===== config.mk =====
export PLATFORM = sky130hd
export DESIGN_NAME = vec_feeder_flat
export DESIGN_NICKNAME = d
export VERILOG_FILES = /design/src/rtl/vec_feeder_if.sv /design/src/rtl/vec_feeder.sv /design/src/flat_wrapper.sv
export SDC_FILE = /design/constraint.sdc
export NUM_CORES = 1
export LEC_CHECK = 0
export ABC_AREA = 1
export CAP_MARGIN = 25
export CORE_ASPECT_RATIO = 2
export CORE_MARGIN = 4
export CORE_UTILIZATION = 60
export DETAILED_ROUTE_END_ITERATION = 16
export PLACE_DENSITY = 0.77
export SKIP_CTS_REPAIR_TIMING = 1
export SYNTH_ARGS = -nofsm -noshare
export SYNTH_HDL_FRONTEND = slang
export SYNTH_SLANG_ARGS = --single-unit

===== constraint.sdc =====
create_clock -name clk -period 3.11 [get_ports clk]
set_input_delay 0.311 -clock clk [delete_from_list [all_inputs] [get_ports clk]]
set_output_delay 0.311 -clock clk [all_outputs]
set_load 0.005 [all_outputs]

===== src/rtl/vec_feeder_if.sv =====
// Streaming-input and engine-read bundle for vec_feeder.
// The feeder sits on the slave modport; the stream source and the engine drive the master side.
interface vec_feeder_if #(
   parameter int BITWIDTH      = 18,
   parameter int ADDR_BITWIDTH = 4
) ();
   logic [BITWIDTH-1:0]      s_data;
   logic                     s_valid;
   logic                     s_ready;
   logic [ADDR_BITWIDTH-1:0] colAddress;
   logic                     vecRelease;
   logic [BITWIDTH-1:0]      inputVector;
   logic                     vecValid;
   logic                     vecStart;

   modport master (
      output s_data, s_valid, colAddress, vecRelease,
      input  s_ready, inputVector, vecValid, vecStart
   );

   modport slave (
      input  s_data, s_valid, colAddress, vecRelease,
      output s_ready, inputVector, vecValid, vecStart
   );
endinterface


===== src/rtl/vec_feeder.sv =====
// Double-buffered vector feeder: streams elements into a fill bank while the engine reads the active bank.
// Define VEC_FEEDER_REGOUT_EN to register inputVector (one cycle of read latency).
module vec_feeder #(
   parameter int NCOL          = 16,
   parameter int BITWIDTH      = 18,
   parameter int ADDR_BITWIDTH = 4
) (
   input logic           clk,
   input logic           reset,
   vec_feeder_if.slave   bus
);
   typedef enum logic [1:0] {IDLE, RUN, STALL} state_t;

   localparam logic [ADDR_BITWIDTH-1:0] LAST_PTR = ADDR_BITWIDTH'(NCOL - 1);
   localparam logic [ADDR_BITWIDTH:0]   NCOL_W   = (ADDR_BITWIDTH + 1)'(NCOL);

   state_t                   state_q, state_d;
   logic [ADDR_BITWIDTH-1:0] wr_ptr_q, wr_ptr_d;
   logic                     sel_q, sel_d;
   logic                     vec_start_q, vec_start_d;
   logic [BITWIDTH-1:0]      bank_q [2][NCOL];

   logic                     s_ready;
   logic                     vec_valid;
   logic                     accept;
   logic                     complete;
   logic                     swap;
   logic                     col_in_range;
   logic [BITWIDTH-1:0]      rd_data;

   assign s_ready      = !reset && (state_q != STALL);
   assign vec_valid    = (state_q == RUN) || (state_q == STALL);
   assign accept       = bus.s_valid && s_ready;
   assign complete     = accept && (wr_ptr_q == LAST_PTR);
   assign col_in_range = {1'b0, bus.colAddress} < NCOL_W;

   // Bank roles swap by flipping sel; a release only matters once a vector is active.
   always_comb begin
      state_d     = state_q;
      swap        = 1'b0;
      wr_ptr_d    = wr_ptr_q;
      if (accept) begin
         wr_ptr_d = complete ? '0 : wr_ptr_q + ADDR_BITWIDTH'(1);
      end
      case (state_q)
         IDLE: begin
            if (complete) begin
               state_d = RUN;
               swap    = 1'b1;
            end
         end
         RUN: begin
            if (complete && bus.vecRelease) begin
               swap = 1'b1;
            end else if (complete) begin
               state_d = STALL;
            end else if (bus.vecRelease) begin
               state_d = IDLE;
            end
         end
         STALL: begin
            if (bus.vecRelease) begin
               state_d = RUN;
               swap    = 1'b1;
            end
         end
         default: state_d = IDLE;
      endcase
      sel_d       = sel_q ^ swap;
      vec_start_d = swap;
   end

   always_ff @(posedge clk) begin
      if (reset) begin
         state_q     <= IDLE;
         wr_ptr_q    <= '0;
         sel_q       <= 1'b0;
         vec_start_q <= 1'b0;
      end else begin
         state_q     <= state_d;
         wr_ptr_q    <= wr_ptr_d;
         sel_q       <= sel_d;
         vec_start_q <= vec_start_d;
      end
   end

   // Storage is never reset; the state and pointer decide what is meaningful.
   always_ff @(posedge clk) begin
      if (accept) begin
         bank_q[~sel_q][wr_ptr_q] <= bus.s_data;
      end
   end

   assign rd_data = (vec_valid && col_in_range) ? bank_q[sel_q][bus.colAddress] : '0;

`ifdef VEC_FEEDER_REGOUT_EN
   logic [BITWIDTH-1:0] vec_out_q;

   always_ff @(posedge clk) begin
      if (reset) begin
         vec_out_q <= '0;
      end else begin
         vec_out_q <= rd_data;
      end
   end

   assign bus.inputVector = vec_out_q;
`else
   assign bus.inputVector = rd_data;
`endif

   assign bus.s_ready  = s_ready;
   assign bus.vecValid = vec_valid;
   assign bus.vecStart = vec_start_q;
endmodule

===== src/flat_wrapper.sv =====
// flat-port wrapper written by rule: the top's interface ports become plain ports
module vec_feeder_flat 
#(
   parameter int NCOL          = 16,
   parameter int BITWIDTH      = 18,
   parameter int ADDR_BITWIDTH = 4
)
  (clk, reset, bus_s_data, bus_s_valid, bus_colAddress, bus_vecRelease, bus_s_ready, bus_inputVector, bus_vecValid, bus_vecStart);
  vec_feeder_if #(.BITWIDTH(BITWIDTH), .ADDR_BITWIDTH(ADDR_BITWIDTH)) bus_i ();
  input logic clk;
  input logic reset;
  input wire logic [$bits(bus_i.s_data)-1:0] bus_s_data;
  input wire logic [$bits(bus_i.s_valid)-1:0] bus_s_valid;
  input wire logic [$bits(bus_i.colAddress)-1:0] bus_colAddress;
  input wire logic [$bits(bus_i.vecRelease)-1:0] bus_vecRelease;
  output wire logic [$bits(bus_i.s_ready)-1:0] bus_s_ready;
  output wire logic [$bits(bus_i.inputVector)-1:0] bus_inputVector;
  output wire logic [$bits(bus_i.vecValid)-1:0] bus_vecValid;
  output wire logic [$bits(bus_i.vecStart)-1:0] bus_vecStart;
  assign bus_i.s_data = bus_s_data;
  assign bus_i.s_valid = bus_s_valid;
  assign bus_i.colAddress = bus_colAddress;
  assign bus_i.vecRelease = bus_vecRelease;
  assign bus_s_ready = bus_i.s_ready;
  assign bus_inputVector = bus_i.inputVector;
  assign bus_vecValid = bus_i.vecValid;
  assign bus_vecStart = bus_i.vecStart;
  vec_feeder #(.NCOL(NCOL), .BITWIDTH(BITWIDTH), .ADDR_BITWIDTH(ADDR_BITWIDTH)) u_core (.clk(clk), .reset(reset), .bus(bus_i));
endmodule

==> results_dict.tcl, run 1 <==
set metrics [dict create \
    min_period_over_period_pct 103.6 \
    die_x_um 149.7 \
    setup_violations 6 \
    period_minus_slack_ns 3.221 \
    fmax_mhz 310.4 \
    synth_edf_count 576 \
    yosysSeqAreaShare_pct 72.46 \
    worst-slew-pin-transition_ns 0.7107 \
    wl_per_cell_um 24.22 \
    synth_top_area_cell "edfxtp_1" \
    gp_congestion 0.9169 \
    status "complete, but fails checks" \
    antenna_found_initial 0 \
    arrival_ns 2.91 \
    intPower_uw 13200 \
    synth_fp_nets 2113 \
    grt_usage_pct 28.79 \
    numClockSinks 584 \
    final_nets 2192 \
    drive_gt1_share_pct 11.55 \
    cts_root_buf "clkbuf_16" \
    clk_pin_slew_worst_paths_ns 0.07 \
    io_pins 47 \
    cts_tree "built" \
    p_switching_uw 4806 \
    insertion_delay_ns 0.57 \
    synth_top_area_share_pct 71.80 \
    drcViolationCount 0 \
    grt_max_degree 95 \
    p_seq_share_pct 48.8 \
    netlist_area_um2 24090 \
    synth_commonest_cells "nand2_1, edfxtp_1, nand3_1" \
    rsz0062_at_grt "yes" \
    clockBufferDepth 3 \
    hold_viol 0 \
    dominantRegCellSynth "edfxtp_1" \
    fp.dieH_um 291.4 \
    start_util_pct 60.89 \
    powerDensity_nw_per_um2 652.1 \
    cp_max_fo 23 \
    hpwl_um 37530 \
    path_buf_inv 5 \
    finalHoldWorstSlack_ns 0.4611 \
    drtIter0Drc 2082 \
    drv_slew 0 \
    min_path_type "input pin to flip-flop" \
    slowest_delay_ns 0.53 \
    path_common_cell "buf_12" \
    synth_area_leaders "edfxtp_1, nand2_1, nand3_1" \
    violations "setup timing" \
    crit_required_ns 2.80 \
    start_kind "flip-flop" \
    yosysWarnings 0 \
    grt_pass1_wl_um 92960 \
    critPathTopFamily "buffers and inverters" \
    fin_skew_ns 0.01397 \
    cp_slowest_cell "clkdlybuf4s50_1" \
    drt-pass1-iter-count 6 \
    cap_violations 0 \
    routed_via_density 6.188 \
    crit_type "flip-flop to output port" \
    grt_pass1_vias 15960 \
    leakage_uw 0.01013 \
    setup_slack_ns -0.1113 \
    synthArstFlopShare_pct 0 \
    dieArea_um2 43620 \
    cts_max_level 2 \
    comb_power_share_pct 17.7 \
    cp-end-kind "output port" \
    fp-row-count 103 \
    drtAntennaViolNets 0 \
    ys_types 28 \
    dp_slack_ns 0.1688 \
    peakVddDrop_uv 624.8 \
    io_buffer_count 46 \
    gr-total-overflow 0 \
    area_growth_pct 14.63 \
    relSlewSlack_pct 52.47 \
    synth-seq-cells 584 \
    synthCells 2078 \
    core-area_um2 39560 \
    path_cells "buf_12 > buf_12 > buf_4 > buf_12 > nand2_1 > nand3_1 > nand3_1 > a21oi_1 > nor2_1 > nor2_1 > clkdlybuf4s50_1" \
    cts_made_buffers 45 \
    syn_area_per_cell_um2 11.59 \
    antenna_cells 0 \
    vias 16810 \
    yosysMostFrequentCell "nand2_1" \
    p_clk_share_pct 33.5 \
    wirelength_um 65790 \
    p_sw_share_pct 26.69 \
]
## cells in the final DEF, fill, tap and decap left out, types with 2 or more instances in the layout
cell,netlist,layout
nand2_1,726,714
edfxtp_1,576,576
nand3_1,399,396
nor2_1,131,113
buf_4,22,68
clkbuf_16,0,50
o21ai_0,38,38
clkdlybuf4s50_1,0,32
buf_12,1,23
nor3_2,0,22
nor2_2,1,17
nand2_2,2,14
inv_1,13,13
clkinv_2,0,13
dlymetal6s2s_1,0,12
o21ai_1,9,9
ha_1,9,8
bufinv_16,0,8
clkinv_1,2,7
buf_16,0,7
dfxtp_1,8,7
a21oi_1,6,6
buf_6,18,5
inv_6,1,4
buf_8,1,4
nor2_4,1,3
nand3_2,0,3
clkbuf_1,21,3
inv_2,3,2
clkinvlp_4,0,2
inv_8,0,2
## path summary, 6_finish.rpt
kind                                                      from                               to  slack [ns]  depth (start not counted)
worst max-delay path                   u_core.sel_q$_SDFF_PP0_               bus_inputVector[0]       -0.11                         11
worst min-delay path                            bus_s_data[10]  u_core.bank_q[1][262]$_DFFE_PP_        0.46                          1
worst max register to register  u_core.state_q[0]$_SDFFE_PP0P_   u_core.bank_q[1][90]$_DFFE_PP_        0.46                          8
worst min register to register  u_core.state_q[1]$_SDFFE_PP0P_   u_core.state_q[1]$_SDFFE_PP0P_        0.55                          2
## power groups by stage
stage | sequential, µW | combinational [µW] | clock [µW]
after CTS | 8800 | 2790 | 6050
after global routing | 8780 | 3410 | 6350
after global placement | 8970 | 2680 | 0
after detailed placement | 8980 | 2750 | 0
after floorplan | 8940 | 1680 | 0
final | 8780 | 3200 | 6030
## state kept, by name, indices dropped and copies added, names as in the netlist
name / flops
u_core.wr_ptr_q: 4
u_core.state_q: 2
u_core.sel_q: 1
u_core.bus.vecStart: 1
u_core.bank_q: 576
## kinds of logic (layout without fill, tap and decap cells)
kind of cell    after synthesis  count (layout)  synth area share (%)
simple gates               1283            1283                 22.24
flops                       584             584                 72.46
buf+inv                     146             259                 3.625
compound gates               55              55                 1.163
fa+ha+maj                     9               9                0.4674
xor+xnor                      1               1               0.03636
## metrics by stage
step	TNS (ns)	total power (µW)	util [%]	cell area, µm²	std cells
after floorplan	0	10620	-	24090	2078
after global placement	0	11650	64.55	25540	2615
after detailed placement	0	11730	64.55	25540	2615
after CTS	-5.700	17650	68.39	27060	2696
after global routing	-0.7561	18550	69.80	27610	2716
final	-0.4703	18010	69.80	27610	2716
## per-layer routing
layer / wire [µm] / global-route usage (%)
met4: 4929 / 17.25
met2: 34050 / 50.35
met1: 20970 / 33.23
met3: 5832 / 4.065
met5: 0 / 0
## cell type report
| type | count | area [µm²] |
|---|---|---|
| Inverter | 19 | 100.1 |
| Timing Repair Buffer | 157 | 1881 |
| Timing Repair inverter | 2 | 22.52 |
| Tap cell | 525 | 656.9 |
| Clock buffer | 48 | 1137 |
| Clock inverter | 33 | 382.9 |
| Sequential cell | 584 | 17460 |
| Multi-Input combinational cell | 1348 | 5973 |
| Fill cell | 2561 | 11950 |
## worst register-to-register path: cells and delay by family (launching register included)
family | cells | cell delay [ns]
adder cells (fa/ha/maj) | 1 | 0.26
buffers and inverters | 3 | 0.51
AND/OR/NAND/NOR | 4 | 1.15
flip-flops | 1 | 0.41
No activity file was read; power rests on OpenSTA's default activity.
==> inputs of run 2 (changes only) <==
--- a/config.mk
+++ b/config.mk
@@ -8,10 +8,11 @@
 export ABC_AREA = 1
 export CAP_MARGIN = 25
 export CORE_ASPECT_RATIO = 2
-export CORE_MARGIN = 4
+export CORE_MARGIN = 2
 export CORE_UTILIZATION = 60
 export DETAILED_ROUTE_END_ITERATION = 16
 export PLACE_DENSITY = 0.77
+export SETUP_SLACK_MARGIN = 0.05
 export SKIP_CTS_REPAIR_TIMING = 1
 export SYNTH_ARGS = -nofsm -noshare
 export SYNTH_HDL_FRONTEND = slang
==> run 2 against run 1 <==
The flow still finishes with violations (setup timing). Sequential power hardly changed. Maximum frequency is 0.51% higher. Flip-flop and latch count stayed put. First-iteration DRC count is 2.7% higher. Critical path depth is 1 higher. Clock skew is 0.018 ns higher. Sequential share of layout area is 0.11 points lower. Non-clock buffer count is 2 higher. Final area is 0.18% higher. Register-to-register slack better by 0.09 ns. Via count is 0.21% higher.
==> results_dict.tcl, run 2 (synthesis gave the netlist of run 1 again) <==
set metrics [dict create \
    drt-pass1-iter-count 5 \
    placed_area_um2 25490 \
    final_nets 2196 \
    cts_tree "built" \
    wirelength_um 65360 \
    arrival_ns 2.89 \
    powerDensity_nw_per_um2 659.8 \
    drtAntennaViolNets 0 \
    intPower_uw 13230 \
    drv_slew 0 \
    clk_pin_slew_worst_paths_ns 0.07 \
    path_common_cell "nand2_1" \
    routed_via_density 6.181 \
    grt_pass1_wl_um 94160 \
    vias 16840 \
    grt_pass1_vias 16710 \
    setup_tns_ns -0.2058 \
    status "complete, but fails checks" \
    core-area_um2 39560 \
    cts_max_level 2 \
    fp-row-count 103 \
    hold_viol 0 \
    cp_max_fo 27 \
    crit_required_ns 2.80 \
    fp.dieH_um 287.4 \
    post-route-util_pct 69.92 \
    drtIter0Drc 2139 \
    top_regs "u_core.bank_q (576), u_core.wr_ptr_q (4), u_core.state_q (2)" \
    worst-slew-pin-transition_ns 0.6517 \
    cp_slowest_cell "clkdlybuf4s50_1" \
    p_clk_share_pct 33.7 \
    crit_type "flip-flop to output port" \
    fmax_mhz 312.0 \
    relSlewSlack_pct 56.28 \
    grt_max_degree 76 \
    drcViolationCount 0 \
    cap_violations 0 \
    p_sw_share_pct 27.50 \
    dieArea_um2 41870 \
    cts_root_buf "clkbuf_16" \
    top_register "u_core.bank_q" \
    period_minus_slack_ns 3.205 \
    numClockSinks 584 \
    cts_made_buffers 47 \
    stdcell_area_um2 27660 \
    min_period_over_period_pct 103.1 \
    drive_gt1_share_pct 11.86 \
    clockBufferDepth 3 \
    die_x_um 145.7 \
    insertion_delay_ns 0.60 \
    grt_usage_pct 29.95 \
    setup_violations 3 \
    path_buf_inv 4 \
    critPathTopFamily "buffers and inverters" \
    rsz0062_at_grt "yes" \
    p_seq_share_pct 48.2 \
    antenna_found_initial 0 \
    area_growth_pct 14.83 \
    start_util_pct 60.89 \
    antenna_cells 0 \
    gr-total-overflow 0 \
    min_path_type "input pin to flip-flop" \
    nFillCells 2582 \
    comb_power_share_pct 18.1 \
    slowest_delay_ns 0.55 \
    p_switching_uw 5020 \
    path_cells "buf_12 > clkinv_16 > buf_12 > nand2_1 > nand3_1 > nand3_1 > nand2_1 > nand2_1 > nand3_1 > nand2_1 > nor2_4 > clkdlybuf4s50_1" \
    layout_common_cells "nand2_1, edfxtp_1, nand3_1" \
    leakage_uw 0.01021 \
    cp-end-kind "output port" \
    largest_register_ffs 576 \
    setup_slack_ns -0.09508 \
    gp_congestion 0.9109 \
    fin_skew_ns 0.03246 \
    wl_per_cell_um 23.99 \
    io_pins 47 \
    violations "setup timing" \
    hpwl_um 36650 \
    peakVddDrop_uv 601.7 \
    io_buffer_count 46 \
    final_common_cell "nand2_1" \
    start_kind "flip-flop" \
]
run 2: changes by cell type in the layout (fill, tap and decap cells not counted), moves of 4 or more:
cell       before  now
nor2_1        113  103
nand2_1       714  723
nand2_2        14    5
nor2_2         17   25
buf_4          68   74
clkbuf_1        3    8
o21ai_0        38   33
buf_8           4    0
clkbuf_16      50   54
run 2: power groups by stage:
stage	Sequential, µW	Clock (µW)	Combinational (µW)
after floorplan	8940	0	1680
after global placement	8970	0	2790
after detailed placement	8970	0	2840
after CTS	8800	6170	2880
after global routing	8790	6420	3500
final	8790	6160	3300
run 2: area by class of cell:
class                   instances  area, µm²  share of cell area (%)
repair buffers                159       1838                   6.644
inverters                      19      100.1                  0.3618
well taps                     525      656.9                   2.375
repair inverters                2      27.53                 0.09951
clock buffers                  56       1231                   4.451
flip-flops and latches        584      17460                   63.12
clock inverters                32      339.1                   1.226
multi-input cells            1348       6010                   21.72
run 2: final timing paths:
| check | startpoint | endpoint | slack [ns] | cells past startpoint |
|---|---|---|---|---|
| max | u_core.sel_q$_SDFF_PP0_ | bus_inputVector[5] | -0.1 | 12 |
| min | bus_s_valid | u_core.wr_ptr_q[1]$_SDFFE_PP0N_ | 0.44 | 3 |
| max reg2reg | u_core.state_q[0]$_SDFFE_PP0P_ | u_core.bank_q[0][201]$_DFFE_PP_ | 0.55 | 8 |
| min reg2reg | u_core.state_q[0]$_SDFFE_PP0P_ | u_core.state_q[0]$_SDFFE_PP0P_ | 0.56 | 2 |
run 2: routing by layer:
layer	global-route usage (%)	share of wire, %	up-vias
li1	-	-	7380
met1	33.72	32	8018
met2	53.88	53	1188
met3	3.667	9.0	256
met4	18.90	5.9	0
met5	0	0	-
run 2: worst min-delay path, stage by stage:
cell and delay [ns]:
clkdlybuf4s50_1 0.41, nand2_2 0.17, a21oi_1 0.10
run 2: stage by stage:
stage / total power, µW / hold slack [ns] / setup WS, ns / std cells
2_1_floorplan: 10620 / 0.3801 / 0.1542 / 2078
3_3_place_gp: 11760 / 0.5263 / 0.06603 / 2612
3_5_place_dp: 11810 / 0.5471 / 0.1174 / 2612
4_1_cts: 17850 / 0.4201 / -0.5385 / 2700
5_1_grt: 18710 / 0.4535 / -0.1664 / 2725
6_report: 18250 / 0.4409 / -0.09508 / 2725
